File: config.mk
export PLATFORM = sky130hd
export DESIGN_NAME = elevator_scan_controller
export DESIGN_NICKNAME = d
export VERILOG_FILES = /design/src/rtl/elevator_scan_controller.sv
export SDC_FILE = /design/constraint.sdc
export NUM_CORES = 1
export LEC_CHECK = 0
export CELL_PAD_IN_SITES_DETAIL_PLACEMENT = 1
export CELL_PAD_IN_SITES_GLOBAL_PLACEMENT = 1
export CORE_MARGIN = 10
export CORE_UTILIZATION = 29
export CTS_BUF_LIST = sky130_fd_sc_hd__clkbuf_2
export CTS_CLUSTER_SIZE = 20
export DETAILED_ROUTE_END_ITERATION = 6
export GPL_ROUTABILITY_DRIVEN = 0
export PLACE_DENSITY_LB_ADDON = 0.12
export SLEW_MARGIN = 20
export SYNTH_ARGS = -nofsm -noshare
export SYNTH_HDL_FRONTEND = slang
export SYNTH_SLANG_ARGS = --single-unit
File: constraint.sdc
create_clock -name clock -period 3.1 [get_ports clock]
set_clock_uncertainty 0.15 [all_clocks]
set_input_delay 0.62 -clock clock [delete_from_list [all_inputs] [get_ports clock]]
set_output_delay 0.62 -clock clock [all_outputs]
set_load 0.05 [all_outputs]
File: src/rtl/elevator_scan_controller.sv
// N-floor elevator controller: latches hall/cabin requests, serves them in SCAN order,
// times the door per stop and runs hysteretic heater/cooler control from a signed temperature.
`timescale 1ns/1ps
module elevator_scan_controller #(
    parameter int FLOORS      = 8,
    parameter int POS_W       = 3,
    parameter int DOOR_CYCLES = 16,
    parameter int TEMP_W      = 32,
    parameter int T_LOW       = 18,
    parameter int T_HIGH      = 26,
    parameter int HYST        = 1
) (
    input  logic                     clock,
    input  logic                     reset,
    input  logic                     off_btn,
    input  logic [POS_W-1:0]         position,
    input  logic                     at_floor,
    input  logic [FLOORS-1:0]        floor_press_event,
    input  logic [FLOORS-1:0]        cabin_press_event,
    input  logic signed [TEMP_W-1:0] temp,
    output logic                     door,
    output logic                     cooler,
    output logic                     heater,
    output logic                     motor_up,
    output logic                     motor_down,
    output logic [FLOORS-1:0]        pending,
    output logic                     dir_up
);
    localparam int CNT_W = $clog2(DOOR_CYCLES);
    localparam logic [CNT_W-1:0] CNT_LOAD = CNT_W'(DOOR_CYCLES - 1);
    localparam logic [POS_W-1:0] TOP_FLOOR = POS_W'(FLOORS - 1);
    localparam logic signed [TEMP_W-1:0] HEAT_ON  = TEMP_W'(T_LOW);
    localparam logic signed [TEMP_W-1:0] HEAT_OFF = TEMP_W'(T_LOW + HYST);
    localparam logic signed [TEMP_W-1:0] COOL_ON  = TEMP_W'(T_HIGH);
    localparam logic signed [TEMP_W-1:0] COOL_OFF = TEMP_W'(T_HIGH - HYST);

    typedef enum logic [2:0] {
        S_IDLE,
        S_MOVE_UP,
        S_MOVE_DOWN,
        S_DOOR_OPEN,
        S_OFF
    } state_t;

    state_t            state;
    state_t            state_next;
    logic              dir_next;
    logic [CNT_W-1:0]  door_cnt;
    logic [FLOORS-1:0] pending_next;
    logic [FLOORS-1:0] pos_onehot;
    logic [FLOORS-1:0] presses;
    logic              in_range;
    logic              valid_floor;
    logic              above;
    logic              below;
    logic              here;
    logic              door_hit;
    logic              door_done;

    // A power-of-two floor count makes every position encoding a real floor.
    generate
        if (FLOORS == (1 << POS_W)) begin : g_full_range
            assign in_range = 1'b1;
        end else begin : g_part_range
            assign in_range = ({1'b0, position} < (POS_W+1)'(FLOORS));
        end
    endgenerate

    assign valid_floor = at_floor && in_range;
    assign presses     = floor_press_event | cabin_press_event;

    always_comb begin
        pos_onehot = '0;
        above      = 1'b0;
        below      = 1'b0;
        for (int i = 0; i < FLOORS; i++) begin
            if (POS_W'(i) == position) pos_onehot[i] = 1'b1;
            if (POS_W'(i) > position)  above = above | pending[i];
            if (POS_W'(i) < position)  below = below | pending[i];
        end
    end

    assign here      = |(pending & pos_onehot);
    // A press at the open door's floor extends the stop instead of becoming a request.
    assign door_hit  = (state == S_DOOR_OPEN) && |(presses & pos_onehot);
    assign door_done = (door_cnt == '0) && !door_hit;

    always_comb begin
        state_next = state;
        dir_next   = dir_up;
        unique case (state)
            S_IDLE: begin
                if (off_btn) begin
                    state_next = S_OFF;
                end else if (valid_floor && here) begin
                    state_next = S_DOOR_OPEN;
                end else if (above || below) begin
                    dir_next   = (above && below) ? dir_up : above;
                    state_next = dir_next ? S_MOVE_UP : S_MOVE_DOWN;
                end
            end
            S_MOVE_UP, S_MOVE_DOWN: begin
                if (valid_floor && here) begin
                    state_next = S_DOOR_OPEN;
                end else if (valid_floor && (off_btn ||
                             (state == S_MOVE_UP && position == TOP_FLOOR) ||
                             (state == S_MOVE_DOWN && position == '0))) begin
                    state_next = S_IDLE;
                end
            end
            S_DOOR_OPEN: begin
                if (door_done) begin
                    if (off_btn) begin
                        state_next = S_OFF;
                    end else if (dir_up ? above : below) begin
                        state_next = dir_up ? S_MOVE_UP : S_MOVE_DOWN;
                    end else if (dir_up ? below : above) begin
                        dir_next   = !dir_up;
                        state_next = dir_up ? S_MOVE_DOWN : S_MOVE_UP;
                    end else begin
                        state_next = S_IDLE;
                    end
                end
            end
            S_OFF: begin
                if (!off_btn) state_next = S_IDLE;
            end
            default: state_next = S_IDLE;
        endcase
    end

    // Clearing the served floor wins over a simultaneous press for it.
    always_comb begin
        pending_next = pending | presses;
        if (state == S_OFF || state_next == S_OFF) begin
            pending_next = '0;
        end else if (state == S_DOOR_OPEN || state_next == S_DOOR_OPEN) begin
            pending_next = pending_next & ~pos_onehot;
        end
    end

    always_ff @(posedge clock) begin
        if (!reset) begin
            state    <= S_IDLE;
            dir_up   <= 1'b1;
            door_cnt <= '0;
            pending  <= '0;
            heater   <= 1'b0;
            cooler   <= 1'b0;
        end else begin
            state   <= state_next;
            dir_up  <= dir_next;
            pending <= pending_next;
            if (state_next == S_DOOR_OPEN && (state != S_DOOR_OPEN || door_hit)) begin
                door_cnt <= CNT_LOAD;
            end else if (state == S_DOOR_OPEN && door_cnt != '0) begin
                door_cnt <= door_cnt - CNT_W'(1);
            end
            // Disjoint hysteresis bands keep heater and cooler from overlapping.
            if (state_next == S_OFF) begin
                heater <= 1'b0;
                cooler <= 1'b0;
            end else begin
                heater <= heater ? (temp < HEAT_OFF) : (temp < HEAT_ON);
                cooler <= cooler ? (temp > COOL_OFF) : (temp > COOL_ON);
            end
        end
    end

    assign motor_up   = (state == S_MOVE_UP);
    assign motor_down = (state == S_MOVE_DOWN);
    assign door       = (state == S_DOOR_OPEN);

endmodule

==> results.yml <==
logic_synthesis:
  synth_top_area_share_pct: 26.37
  synthTopCellsByCount: "dfxtp_1 (18), nor2_1 (15), nor3_1 (15)"
  syn_area_per_cell_um2: 7.944
  yosysSeqAreaShare_pct: 26.37
  ys_types: 48
  async_flop_share_pct: 0
  synthAdderAreaFrac_pct: 0.9158
  mappedNetlistArea_um2: 1366
  synth-seq-cells: 18
  synth_xor_xnor_area_share_pct: 1.923
  syn_nets: 228
  yosysTopAreaCell: "dfxtp_1"
  post-synth-top-count-cell: "dfxtp_1"
  synth-edff-count: 0
  yosys-top-cells-area: "dfxtp_1 (26%), nor3_1 (5.5%), a211oi_1 (4.4%)"
  ys.flop_type: "dfxtp_1"
  yosys.area_share.simple_pct: 30.04
  syn_inst: 172
  muxShareOfSynthArea_pct: 5.952
  ys_warn_count: 0
  synth_top_family_by_area: "simple AND/OR/NAND/NOR gates"
  synth_compound_area_share_pct: 29.76
critical_path:
  crit_arrival_ns: 3.02
  crit_fanout: 6
  start_kind: "input pin"
  end_kind: "flip-flop"
  path_class: "input pin to flip-flop"
  required_ns: 3.15
run:
  cap_violations: 0
grt:
  grt_max_degree: 22
  grtUsageTotal_pct: 14.95
  antenna_found_initial: 0
  first_global_vias: 1917
  grt_pass1_wl_um: 9335
  grt_overflow: 0
floorplan:
  dieArea_um2: 7857
  start_util_pct: 30.74
  core_area_um2: 4444
  die_h_um: 88.64
  pin_count: 69
  die_w_um: 88.64
  num_rows: 24
clock_tree:
  clk_pin_slew_ns: 0.15
  clock-sinks: 18
  cts_tree: "done"
  h-tree-depth: 1
  clkLatencyLatePin_ns: 0.30
  ctsHoldBuffers: 0
  cts-resized-gates: 0
  root_buffer: "clkbuf_2"
  cts_made_buffers: 3
  clk_path_buf_depth: 2
  cts_setup_buffers: 0
drt:
  vias: 1676
  first_pass_iters: 4
  wirelength_um: 5636
  drt_iter0_markers: 47
  drtAntennaViolNets: 0
  route.detailed.drc: 0
  via_per_inst: 5.605
  routedWlPerCell_um: 18.85
status:
  status: "completed"
power:
  p_int_uw: 608.2
  p_leak_nw: 0.8202
  switching_share_pct: 44.92
  switchingPower_uw: 495.9
  power_density_nw_per_um2: 505.7
  comb_power_share_pct: 58.2
  ir_worst_vdd_mv: 0.1423
  finalPower_mw: 1.104
  p_seq_share_pct: 32.9
  power_frac_clock_pct: 8.9
final_layout:
  fill_cells: 535
  nets: 305
  area_growth_syn_to_layout_pct: 59.80
  drive_gt1_share_pct: 9.312
  fin_area_um2: 2183
  instances_no_fill: 299
  diodes: 0
timing:
  rsz0062_at_grt: "no"
  finalSetupTns_ns: 0
  finalHoldViolCount: 0
  period_needed_ns: 2.961
  worst_slack_ns: 0.1394
  fmax_ghz: 0.3378
  worst_pin_slew_ns: 0.5270
  fin_crit_sh_pct: 95.50
  slew_violations: 0
  setup_violations: 0
  relSlewSlack_pct: 64.76
placement:
  dp.cells: 296
  dp_hpwl_um: 4814
  pre_cts_ws_ns: -0.1399
  placed_area_um2: 2168
  port_buffers: 68
hold_path:
  hold_class: "flip-flop to flip-flop"
==> layout make-up <==
type,instances,area [um^2],area share (%)
Multi-Input combinational cell,139,937.1,42.92
Timing Repair Buffer,79,775.7,35.53
Sequential cell,18,360.3,16.50
Tap cell,52,65.06,2.980
Inverter,8,30.03,1.375
Clock buffer,3,15.01,0.6877
==> final timing paths <==
path	cells after the start	from	to	slack [ns]
worst max-delay path	9	position[0]	pending[7]	0.14
worst min-delay path	2	dir_up	dir_up	0.44
worst max register to register	7	pending[4]	pending[7]	0.65
worst min register to register	2	dir_up	dir_up	0.44
==> placed cells by master, fill, tap and decap left out, types with 2 or more instances in the layout <==
| cell | count |
|---|---|
| o211ai_1 | 3 |
| o21a_1 | 3 |
| clkdlybuf4s50_1 | 68 |
| nand2_1 | 12 |
| nand4_1 | 2 |
| a21oi_1 | 3 |
| nor2b_1 | 4 |
| a31oi_1 | 6 |
| nor3_1 | 15 |
| o21ai_0 | 8 |
| o2111ai_1 | 2 |
| nor4_1 | 7 |
| o31ai_1 | 3 |
| inv_1 | 8 |
| a211oi_1 | 8 |
| xnor2_1 | 3 |
| a21o_1 | 3 |
| nor3b_1 | 3 |
| buf_4 | 10 |
| nand3_1 | 2 |
| clkbuf_2 | 3 |
| dfxtp_1 | 18 |
| nand2b_1 | 7 |
| nor2_1 | 15 |
| a311oi_1 | 2 |
| and2_1 | 3 |
| and2_4 | 2 |
| a211o_1 | 3 |
==> through the flow <==
stage	hold slack, ns	utilization (%)
floorplan	0.3479	-
global placement	0.3708	48.79
detailed placement	0.4098	48.79
CTS	0.4447	49.13
global route	0.4799	49.13
finish	0.4419	49.13
==> critical path, cell delays in order <==
cell and delay [ns]:
clkdlybuf4s50_1 0.46, buf_4 0.19, a211o_1 0.25, o311a_1 0.13, or3_1 0.42, a311oi_2 0.31
o21ai_1 0.15, and2_4 0.20, a311oi_1 0.28
==> power groups by stage <==
| stage | Clock [mW] | Sequential (mW) | Combinational, mW |
|---|---|---|---|
| after floorplan | 0 | 0.425 | 0.323 |
| after global placement | 0 | 0.361 | 0.623 |
| after detailed placement | 0 | 0.369 | 0.643 |
| after CTS | 0.0979 | 0.364 | 0.646 |
| after global routing | 0.110 | 0.374 | 0.699 |
| final | 0.0980 | 0.363 | 0.643 |
==> logic make-up (layout without fill, tap and decap cells) <==
family          Yosys count  count (layout)
compound gates           54              54
xor+xnor                  3               3
fa+ha+maj                 1               1
buf+inv                  15              90
flops                    18              18
mux                       4               4
simple gates             77              77
==> routing by layer <==
layer	track usage (%)	routed length, um	vias up
li1	-	-	818
met1	15.96	2263	795
met2	26.20	2725	57
met3	7.077	601	6
met4	3.231	45	0
met5	0	0	-
==> sequential cells by signal, indices dropped and copies added (netlist names) <==
signal,count
heater,1
cooler,1
door_cnt,4
pending,8
dir_up,1
state,3
No activity file was read; power rests on OpenSTA's default activity.
==> RTL edit 1: new RTL, same flow settings <==
Make the reset (`reset`) asynchronous in one clocked block.
--- a/src/rtl/elevator_scan_controller.sv
+++ b/src/rtl/elevator_scan_controller.sv
@@ -139,7 +139,7 @@
         end
     end
 
-    always_ff @(posedge clock) begin
+    always_ff @(posedge clock or negedge reset) begin
         if (!reset) begin
             state    <= S_IDLE;
             dir_up   <= 1'b1;
Check against the original RTL: differs if reset is asserted again (counterexample within 4 cycles, from zero or initial values and one cycle with reset low); with reset held inactive, the same outputs for 10 cycles.
==> RTL edit 1 against the unedited design <==
  * Final area rose by 17%
  * Synthesized area grew 17%
  * Via count rose by 9.6%
  * Global-route usage decreased by 1.0 points
  * Critical path depth stayed put
  * Total power rose by 56%
  * Worst setup slack worse by 0.0055 ns
  * Sequential cell count unchanged
  * Clock power grew 14%
  * Sequential share of layout area rose by 1.2 points
  * Count of clock-buffer cells in the layout rose by 1
  * Routed wire length grew 7.8%
  * Combinational power is 80% higher
  * Highest routed layer unchanged
==> RTL edit 1: results <==
critical_path:
  cpPeakStageDelay_ns: 0.48
  worstPathArrival_ns: 3.03
  endpoint: "door_cnt[1]"
  cpMaxStageDelayCell: "mux4_2"
  r2r_start: "pending[1]"
sta:
  timing.hold.ws_ns: 0.4188
  slew-limit-headroom_pct: 42.26
  min_period_over_period_pct: 95.68
final_layout:
  nets: 331
  drive_gt1_share_pct: 17.15
  largest_reg_flops: 8
  nFillCells: 636
  fin_cells: 344
placement:
  dpl_cell_area_um2: 2529
  hpwl_um: 5164
  io_buffers: 68
synthesis:
  ys_types: 58
  synth.top_cells.by_count: "17 x dfrtp_1, 16 x a21oi_1, 15 x nor2_1"
  synthAdderAreaFrac_pct: 0.7819
  synth_fp_nets: 243
  netlist_area_um2: 1600
  synth_mux_area_share_pct: 2.658
  synth_seq_area_share_pct: 28.23
  ys_async_sr_fraction_pct: 100.0
  ys_top_cells_by_area: "dfrtp_1 27%, a21oi_1 5.0%, nor2_1 3.5%, nor4_1 3.5%, a2111oi_4 3.4%"
  synth-compound-area-share_pct: 31.43
  synthFlopType: "dfrtp_1"
  synth_cells: 187
  synth_xor_area_share_pct: 2.189
routing:
  wire_per_inst_um: 17.67
  drt-initial-drc-count: 80
  vias_per_cell: 5.340
pwr:
  ir_drop_v: 0.0003900
global_routing:
  grt_usage_pct: 13.95
  antenna_found_initial: 0
  grt_pass1_wl_um: 10030
  grt_pass1_vias: 1948
cts:
  clockBufferDepth: 2
hold_path:
  min_to: "dir_up"
outcome:
  status: "complete, no violations"
-- RTL edit 1: cell count changes after synthesis, moves of 6 or more --
cell / unedited run / this run
dfxtp_1: 18 / 0
dfrtp_1: 0 / 17
a21oi_1: 3 / 16
a211oi_1: 8 / 1
nor3_1: 15 / 8
o311ai_0: 0 / 6
-- RTL edit 1: area by class of cell --
| type | instances | area, um2 | share of cell area [%] |
|---|---|---|---|
| inverters | 10 | 37.54 | 1.473 |
| flip-flops and latches | 18 | 451.7 | 17.72 |
| repair buffers | 95 | 920.9 | 36.13 |
| multi-input cells | 147 | 1031 | 40.45 |
| well taps | 70 | 87.58 | 3.436 |
| clock buffers | 4 | 20.02 | 0.7855 |
-- RTL edit 1: routing by layer --
metal,track usage [%],wire length [um]
met1,16.28,2596
met2,23.05,2839
met3,6.555,621
met4,2.025,21
met5,0,0
-- RTL edit 1: power by group --
part	internal, uW	total [uW]	switching (uW)
logic	483	1160	678
clock network	34.2	112	77.7
registers	319	447	128
==> RTL edit 2: new RTL, same flow settings <==
Without the edit above. Change the parameter `FLOORS` from 8 to 16.
--- a/src/rtl/elevator_scan_controller.sv
+++ b/src/rtl/elevator_scan_controller.sv
@@ -2,7 +2,7 @@
 // times the door per stop and runs hysteretic heater/cooler control from a signed temperature.
 `timescale 1ns/1ps
 module elevator_scan_controller #(
-    parameter int FLOORS      = 8,
+    parameter int FLOORS      = 16,
     parameter int POS_W       = 3,
     parameter int DOOR_CYCLES = 16,
     parameter int TEMP_W      = 32,
Interface: changed (resized cabin_press_event, floor_press_event and pending); port bits go from 69 to 93. No check against the original RTL was run, so the function may have changed too.
==> RTL edit 2 against the unedited design <==
  * Die area up 14%
  * Global-route usage down 0.95 points
  * Routed wire length up 13%
  * Non-clock buffer count up 23
  * Worst setup slack better by 0.096 ns
  * Sequential cell count up 8
  * Total power down 0.43%
  * Final area up 24%
  * Utilization up 0.47 points
  * Clock power up 41%
  * Count of clock-buffer cells in the layout unchanged
  * Synthesized area up 18%
  * Critical path type is now reg2out
  * Critical endpoint is now motor_up
  * Largest power group unchanged
==> RTL edit 2: results <==
final_layout:
  reg_top3: "pending x16, door_cnt x4, state x3"
  nets: 377
  diodes: 0
  drive_gt1_share_pct: 9.868
  nFillCells: 657
sta:
  fmax_mhz: 349.1
  slew-limit-headroom_pct: 62.68
  timing.hold.ws_ns: 0.4013
routing:
  num_vias: 1963
  wire_per_inst_um: 16.97
  drt-initial-drc-count: 36
global_routing:
  grt_usage_pct: 14.00
  grt_pass1_vias: 2098
  grt_start_max_net_pins: 15
  grt_pass1_wl_um: 10290
  antenna_found_initial: 0
pwr:
  ir_drop_v: 0.0001750
  leakage_uw: 0.0009670
critical_path:
  r2r_slack_ns: 0.97
  path_delay_family: "buffers and inverters"
  cpPeakStageDelay_ns: 0.82
  crit_fanout: 8
  worstPathArrival_ns: 2.09
outcome:
  status: "complete, no violations"
placement:
  io_buffers: 91
  dpl_worst_slack_ns: 0.2747
  dpl_cell_area_um2: 2676
  hpwl_um: 5483
synthesis:
  yosys_warnings: 0
  ys_top_cells_by_area: "dfxtp_1 32%, nor2_1 6.5%, nor3_1 6.2%, nor4_1 6.2%, o21ai_2 4.4%"
  synth_seq_area_share_pct: 32.35
  synth_fp_nets: 275
  synth.top_cells.by_count: "28 x nor2_1, 26 x dfxtp_1, 20 x nor3_1"
cts:
  insertion_delay_ns: 0.38
  clockBufferDepth: 2
  clk_pin_slew_ns: 0.28
hold_path:
  hold_path.class: "reg2reg"
## RTL edit 2: kinds of logic (layout without fill, tap and decap cells)
family | after synthesis | after routing | share of synthesized area, %
AO/OA/AOI/OAI | 58 | 58 | 29.39
adder cells (fa/ha/maj) | 1 | 1 | 0.7775
buffers and inverters | 16 | 117 | 4.355
flip-flops | 26 | 26 | 32.35
AND/OR/NAND/NOR | 102 | 102 | 33.13
## RTL edit 2: area by class of cell
type | instances | area (um2) | share of cell area (%)
inverter | 11 | 41.29 | 1.531
timing repair buffer | 102 | 1008 | 37.38
multi-input combinational | 161 | 1018 | 37.76
tap | 72 | 90.09 | 3.340
clock buffer | 3 | 15.01 | 0.5566
sequential | 26 | 520.5 | 19.29
clock inverter | 1 | 3.754 | 0.1391
## RTL edit 2: final timing paths
path,endpoint,depth (start not counted),startpoint
setup / recovery,motor_up,3,state[0]
hold / removal,pending[8],2,pending[8]
setup reg to reg,dir_up,7,door_cnt[0]
hold reg to reg,pending[8],2,pending[8]
## RTL edit 2: report_power, final
group          internal [uW]  switching, uW
sequential               376           52.9
clock                   28.0            110
combinational            240            292
total                    644            455
## RTL edit 2: what timing repair did
action	in CTS	in global routing
setup buffers	0	0
gates resized for setup	0	1
endpoints found under the setup margin	0	1
hold endpoints to repair	0	0
## RTL edit 2: layer usage
| layer | vias to the layer above | track usage (%) | routed length [um] |
|---|---|---|---|
| li1 | 974 | - | - |
| met1 | 929 | 14.53 | 2495 |
| met2 | 56 | 26.49 | 3356 |
| met3 | 4 | 5.075 | 480 |
| met4 | 0 | 2.494 | 48 |
| met5 | - | 0 | 0 |
## RTL edit 2: worst register-to-register path, stage by stage, from the launching register on
cell and delay [ns]:
dfxtp_1 0.39, inv_1 0.08, ha_1 0.19, nor3b_2 0.50, and4_1 0.27, a21oi_1 0.09
o21bai_1 0.18, a32oi_1 0.21
## RTL edit 2: metrics by stage
step | power, uW | cells
after floorplan | 726.0 | 203
after global placement | 961.6 | 372
after detailed placement | 970.6 | 372
after CTS | 1112 | 376
after global routing | 1167 | 376
final | 1099 | 376
